===== config.mk =====
export PLATFORM = sky130hd
export DESIGN_NAME = master_out_port
export DESIGN_NICKNAME = d
export VERILOG_FILES = /design/src/rtl/bus_defs.sv /design/src/rtl/serial_shifter.sv /design/src/rtl/master_out_port.sv
export SDC_FILE = /design/constraint.sdc
export NUM_CORES = 1
export LEC_CHECK = 0
export BUFFER_PORTS_ARGS = -buffer_cell sky130_fd_sc_hd__buf_4
export CAP_MARGIN = 20
export CORE_MARGIN = 8
export CORE_UTILIZATION = 45
export DETAILED_ROUTE_END_ITERATION = 7
export PLACE_DENSITY = 0.67
export SLEW_MARGIN = 10
export SYNTH_ARGS = -nofsm -noshare
export SYNTH_HDL_FRONTEND = slang
export SYNTH_SLANG_ARGS = --single-unit

===== constraint.sdc =====
create_clock -name clk -period 3.15 [get_ports clk]
set_input_delay 0.1575 -clock clk [delete_from_list [all_inputs] [get_ports clk]]
set_output_delay 0.1575 -clock clk [all_outputs]
set_load 0.02 [all_outputs]

===== src/rtl/bus_defs.sv =====
// Shared bus definitions: state encoding and default widths
// used by the master output port and the slave-side ports.
package bus_defs;

   localparam int ADDR_W_DEF     = 12;
   localparam int DATA_W_DEF     = 8;
   localparam int LEN_W_DEF      = 4;
   localparam int HS_TIMEOUT_DEF = 64;

   typedef enum logic [2:0] {
      ST_IDLE      = 3'd0,
      ST_HANDSHAKE = 3'd1,
      ST_ADDR      = 3'd2,
      ST_DATA_WAIT = 3'd3,
      ST_DATA      = 3'd4,
      ST_DONE      = 3'd5,
      ST_ABORT     = 3'd6
   } bus_state_t;

endpackage


===== src/rtl/serial_shifter.sv =====
// LSB-first parallel-to-serial shifter with a registered serial output.
// Ports: clk, reset (sync, high), load/data (parallel word), shift
// (emit one bit this edge), lsb (registered serial bit), done (WIDTH
// bits emitted since the last load).
module serial_shifter #(
   parameter int WIDTH = 8
) (
   input  logic             clk,
   input  logic             reset,
   input  logic             load,
   input  logic [WIDTH-1:0] data,
   input  logic             shift,
   output logic             lsb,
   output logic             done
);

   localparam int CW = $clog2(WIDTH + 1);

   logic [WIDTH-1:0] sreg;
   logic [WIDTH-1:0] src;
   logic [CW-1:0]    cnt;
   logic [CW-1:0]    cnt_base;

   // Load and shift may coincide: the first bit of a freshly loaded
   // word goes out on the same edge it is captured.
   always_comb begin
      src      = load ? data : sreg;
      cnt_base = load ? '0 : cnt;
   end

   always_ff @(posedge clk) begin
      if (reset) begin
         sreg <= '0;
         cnt  <= '0;
         lsb  <= 1'b0;
      end else if (shift) begin
         lsb  <= src[0];
         sreg <= src >> 1;
         cnt  <= cnt_base + 1'b1;
      end else begin
         // Serial line idles low between words.
         lsb <= 1'b0;
         if (load) begin
            sreg <= data;
            cnt  <= '0;
         end
      end
   end

   assign done = (cnt == CW'(WIDTH));

endmodule


===== src/rtl/master_out_port.sv =====
// Master-side serialiser: handshakes with the slave, then shifts the
// address and write bytes LSB-first onto tx_address / tx_data.
// Ports: req_* (core request, accepted in IDLE), wdata/wdata_valid/
// wdata_ready (per-beat write byte), slave_ready/master_valid (bus
// handshake), read_en/write_en/tx_burst (transaction qualifiers),
// tx_address/tx_data (serial lines), tx_done/tx_abort (end pulses).
module master_out_port
   import bus_defs::*;
#(
   parameter int ADDR_W     = ADDR_W_DEF,
   parameter int DATA_W     = DATA_W_DEF,
   parameter int LEN_W      = LEN_W_DEF,
   parameter int HS_TIMEOUT = HS_TIMEOUT_DEF
) (
   input  logic              clk,
   input  logic              reset,
   input  logic              req_valid,
   output logic              req_ready,
   input  logic              req_write,
   input  logic              req_burst,
   input  logic [LEN_W-1:0]  req_len,
   input  logic [ADDR_W-1:0] req_addr,
   input  logic [DATA_W-1:0] wdata,
   input  logic              wdata_valid,
   output logic              wdata_ready,
   input  logic              slave_ready,
   output logic              master_valid,
   output logic              read_en,
   output logic              write_en,
   output logic              tx_address,
   output logic              tx_data,
   output logic              tx_burst,
   output logic              tx_done,
   output logic              tx_abort
);

   localparam int TW = $clog2(HS_TIMEOUT + 1);

   typedef struct packed {
      logic             write;
      logic             burst;
      logic [LEN_W-1:0] beats;
   } req_t;

   bus_state_t state;
   bus_state_t state_nx;

   req_t          req_q;
   logic [TW-1:0] hs_cnt;

   logic accept;
   logic write_nx;
   logic burst_nx;
   logic bus_nx;
   logic addr_shift;
   logic addr_done;
   logic data_shift;
   logic data_done;
   logic last_beat;

   assign req_ready   = (state == ST_IDLE);
   assign accept      = req_valid & req_ready;
   assign wdata_ready = (state == ST_DATA_WAIT) & wdata_valid;
   assign last_beat   = (req_q.beats == '0);

   always_comb begin
      state_nx = state;
      unique case (state)
         ST_IDLE: begin
            if (req_valid) state_nx = ST_HANDSHAKE;
         end
         ST_HANDSHAKE: begin
            // A ready slave on the final timer cycle still wins.
            if (slave_ready)
               state_nx = ST_ADDR;
            else if (hs_cnt == TW'(HS_TIMEOUT - 1))
               state_nx = ST_ABORT;
         end
         ST_ADDR: begin
            if (addr_done)
               state_nx = req_q.write ? ST_DATA_WAIT : ST_DONE;
         end
         ST_DATA_WAIT: begin
            if (wdata_valid) state_nx = ST_DATA;
         end
         ST_DATA: begin
            if (data_done)
               state_nx = last_beat ? ST_DONE : ST_DATA_WAIT;
         end
         ST_DONE:  state_nx = ST_IDLE;
         ST_ABORT: state_nx = ST_IDLE;
         default:  state_nx = ST_IDLE;
      endcase
   end

   // Outputs are registered from the next state, so the request fields
   // must be seen on the accept edge before they are latched.
   always_comb begin
      write_nx   = accept ? req_write : req_q.write;
      burst_nx   = accept ? req_burst : req_q.burst;
      addr_shift = (state_nx == ST_ADDR);
      data_shift = (state_nx == ST_DATA);
      bus_nx     = 1'b0;
      unique case (1'b1)
         (state_nx == ST_HANDSHAKE): bus_nx = 1'b1;
         (state_nx == ST_ADDR):      bus_nx = 1'b1;
         (state_nx == ST_DATA_WAIT): bus_nx = 1'b1;
         (state_nx == ST_DATA):      bus_nx = 1'b1;
         default:                    bus_nx = 1'b0;
      endcase
   end

   always_ff @(posedge clk) begin
      if (reset) begin
         state        <= ST_IDLE;
         req_q        <= '0;
         hs_cnt       <= '0;
         master_valid <= 1'b0;
         read_en      <= 1'b0;
         write_en     <= 1'b0;
         tx_burst     <= 1'b0;
         tx_done      <= 1'b0;
         tx_abort     <= 1'b0;
      end else begin
         state <= state_nx;
         if (accept) begin
            req_q.write <= req_write;
            req_q.burst <= req_burst;
            req_q.beats <= req_burst ? req_len : '0;
         end else if (state == ST_DATA && data_done && !last_beat) begin
            req_q.beats <= req_q.beats - 1'b1;
         end
         hs_cnt       <= (state == ST_HANDSHAKE) ? hs_cnt + 1'b1 : '0;
         master_valid <= bus_nx;
         read_en      <= bus_nx & ~write_nx;
         write_en     <= bus_nx & write_nx;
         tx_burst     <= bus_nx & burst_nx;
         tx_done      <= (state_nx == ST_DONE);
         tx_abort     <= (state_nx == ST_ABORT);
      end
   end

   serial_shifter #(
      .WIDTH (ADDR_W)
   ) u_addr_sh (
      .clk   (clk),
      .reset (reset),
      .load  (accept),
      .data  (req_addr),
      .shift (addr_shift),
      .lsb   (tx_address),
      .done  (addr_done)
   );

   serial_shifter #(
      .WIDTH (DATA_W)
   ) u_data_sh (
      .clk   (clk),
      .reset (reset),
      .load  (wdata_ready),
      .data  (wdata),
      .shift (data_shift),
      .lsb   (tx_data),
      .done  (data_done)
   );

endmodule


==> key figures <==
Pwr
  – Combinational share of power: 19.3%
  – Worst ir drop on vdd: 0.204 mV
  – Switching Fraction: 26.7%
  – Clk pwr share: 27.9%
  – Tot Pwr: 1.36 mW
  – Cell Pwr Density: 462 nW/um^2
  – P_int: 0.998 mW
  – Reg power frac: 52.8%
  – Switching Power: 0.364 mW
  – Leak pwr: 1.20 nW

Cells and area
  – Final Instance Area: 2950 um^2
  – Nets@finish: 357
  – Final std cells w/o fill: 395
  – Multi-input logic area: 1390 um^2
  – Share of cells above drive strength 1: 22.9%
  – Reg area: 1040 um^2
  – FILL cells: 563
  – # diodes: 0
  – Area growth, synth to finish: 16.8%

Clock tree
  – Clock transition at the registers of the reported paths: 0.08 ns
  – Max clock buf depth: 2
  – CTS Root Cell: clkbuf_8
  – Clock sink count: 52
  – Inserted Clock Buffers: 5
  – Htree depth: 2
  – Clock Latency Late Sink: 0.30 ns
  – Post-CTS Setup Bufs: 0
  – TritonCTS clock tree: done
  – Hold buffers post-CTS: 0
  – CTS resizes: 0

Routing
  – Residual DRC: 0
  – DRT Pass-1 Iters: 4
  – Post-Route WL: 5.11 mm
  – WL/cell: 12.9 um
  – Remaining antenna violation count after routing: 0
  – Vias/cell: 5.11
  – Drt first-iter violations: 71
  – Via count: 2017

Worst hold path
  – HP Class: primary input to register
  – Worst hold start: req_write

Worst setup path
  – Crit. Startpoint: state[2]
  – Critical Path RT: 3.34 ns
  – CP max FO: 15
  – FF-to-FF Start: state[2]
  – Arrival time worst endpoint: 2.65 ns
  – Startpoint types: register
  – CP Class: register to register
  – Setup crit end kind: register

Timing
  – Max-slew headroom: 57.5%
  – Fin. Hold Viols: 0
  – Post-route minimum period: 2.46 ns
  – Setup ws final: 0.687 ns
  – RSZ-0062 raised after global routing: no
  – Final setup viols: 0
  – Fin Setup TNS: 0 ns
  – Tightest Pin Transition: 0.637 ns
  – Final Max Tran Viols: 0
  – Skew final: 0.00305 ns
  – Final Cycle Share: 78.2%
  – Max Clock Freq: 0.406 GHz

Floorplanning
  – Core region area: 5470 um^2
  – Die W: 90.9 um
  – Die footprint: 8270 um^2
  – Chip height: 90.9 um
  – Starting Density: 46.2%
  – Cell Rows: 27
  – I/O Pins: 41

Global route
  – GR Util All Layers: 12.9%
  – Overflow after GRT: 0
  – First-pass GRT wire length: 9.05 mm
  – Largest net degree at the start of global routing: 47
  – Vias in the first global route: 1956
  – Initial antenna violation count: 0

Synthesis
  – Synth Instances: 288
  – Syn nets: 323
  – Asr flop ratio synth: 0%
  – Cell variety after synth: 49
  – Syn Area/Cell: 8.78 um^2
  – Synthesized cell area: 2530 um^2
  – YS warnings: 0
  – Post-synth EDFFs: 0
  – Sequential-to-total area share from yosys stat: 41.2%
  – Yosys reg bits: 52
  – Ys flop type: dfxtp_1

Run status
  – Outcome: completed

Place
  – Buffers on Ports: 40
  – DPL Wire Length: 3.70 mm
  – Pre-CTS setup slack: 0.708 ns
  – Placed instance count: 387
  – Placed inst area: 2860 um^2
  – GP Congestion: 0.827

Job
  – Total of max-cap violations: 0
-- flip-flops by register name, summed over array words and instances (netlist names) --
signal	count
req_q	6
hs_cnt	7
read_en	1
u_data_sh.cnt	4
write_en	1
u_data_sh.lsb	1
tx_abort	1
tx_done	1
u_addr_sh.cnt	4
u_addr_sh.sreg	12
u_data_sh.sreg	8
tx_burst	1
u_addr_sh.lsb	1
master_valid	1
state	3
-- metal layers --
layer	up-vias	GRT usage, %	part of all wire (%)
met3	5	4.36	4.4
met1	926	15.6	48
met5	-	0	0
li1	1058	-	-
met4	0	4.09	1.3
met2	28	21.3	46
-- final timing paths --
| check | cells past startpoint | endpoint | slack [ns] |
|---|---|---|---|
| max | 8 | u_addr_sh.sreg[3] | 0.69 |
| min | 4 | read_en | 0.13 |
| max reg2reg | 8 | u_addr_sh.sreg[3] | 0.69 |
| min reg2reg | 1 | hs_cnt[0] | 0.44 |
-- cells in the mapped netlist (2+ instances only) --
cell | instances | area [um^2]
and2_1 | 9 | 56.3
mux2i_1 | 5 | 50.1
nor3b_2 | 2 | 25.0
buf_6 | 2 | 22.5
nor3_1 | 7 | 35.0
ha_1 | 4 | 50.1
dfxtp_1 | 52 | 1040
o21ai_0 | 4 | 20.0
clkbuf_1 | 11 | 41.3
buf_2 | 3 | 15.0
and3_1 | 4 | 25.0
nor2b_1 | 4 | 25.0
mux2_2 | 8 | 90.1
xor2_1 | 4 | 35.0
nand2_1 | 58 | 218
nand2b_1 | 3 | 18.8
a21oi_1 | 30 | 150
nor3b_1 | 3 | 22.5
mux2_4 | 7 | 105
mux2_1 | 5 | 56.3
nor2_1 | 15 | 56.3
nand3_1 | 7 | 35.0
xnor2_1 | 3 | 26.3
or3b_1 | 2 | 17.5
inv_1 | 3 | 11.3
or3_1 | 4 | 25.0
nor4_1 | 3 | 18.8
a211oi_1 | 3 | 22.5
nor4b_1 | 3 | 26.3
-- cells by family (layout without fill, tap and decap cells) --
group / after synthesis / in the layout / synth area share [%]
simple gates: 132 / 132 / 26.7
flops: 52 / 52 / 41.2
compound gates: 47 / 47 / 11.7
mux: 25 / 25 / 11.9
buf+inv: 21 / 56 / 4.01
xor+xnor: 7 / 7 / 2.43
fa+ha+maj: 4 / 4 / 1.98
-- power groups by stage --
stage	registers (mW)	clock network, mW	logic [mW]
after global placement	0.734	0	0.261
after floorplan	0.732	0	0.185
after detailed placement	0.735	0	0.264
after CTS	0.720	0.398	0.266
after global routing	0.724	0.429	0.292
final	0.719	0.380	0.262
-- stage by stage --
step	utilization, %	hold WS [ns]
finish	53.9	0.125
floorplan	-	0.305
global route	53.9	0.114
global placement	52.3	0.430
CTS	53.9	0.115
detailed placement	52.3	0.433
-- worst max-delay path: stages, from the launching register on --
cell      delay, ns
dfxtp_1        0.48
nand4b_1       0.16
buf_4          0.19
inv_2          0.12
a41o_1         0.26
or3_4          0.41
nor3_4         0.11
buf_4          0.27
mux2_1         0.35
-- area by class of cell --
class / instances / share of cell area (%)
inverters: 4 / 0.509
flip-flops and latches: 52 / 35.3
repair buffers: 44 / 11.2
clock buffers: 8 / 3.05
well taps: 72 / 3.05
multi-input cells: 215 / 46.9
-- cell usage in the layout, fill, tap and decap left out, types with 3 or more instances in the layout --
master    netlist  layout
nand2_1        58      58
o21ai_0         4       4
and2_1          9       9
ha_1            4       4
nor2_1         15      15
buf_4           1      44
mux2_2          8       8
nand3_1         7       7
nor3_1          7       7
and3_1          4       4
a211oi_1        3       3
nor3b_1         3       3
nor4_1          3       3
xor2_1          4       4
nand2b_1        3       3
nor2b_1         4       4
xnor2_1         3       3
mux2_4          7       7
or3_1           4       4
clkbuf_8        0       6
mux2_1          5       5
mux2i_1         5       5
nor4b_1         3       3
a21oi_1        30      30
inv_1           3       3
dfxtp_1        52      52
Note: power is estimated with default switching activity, not from simulation.
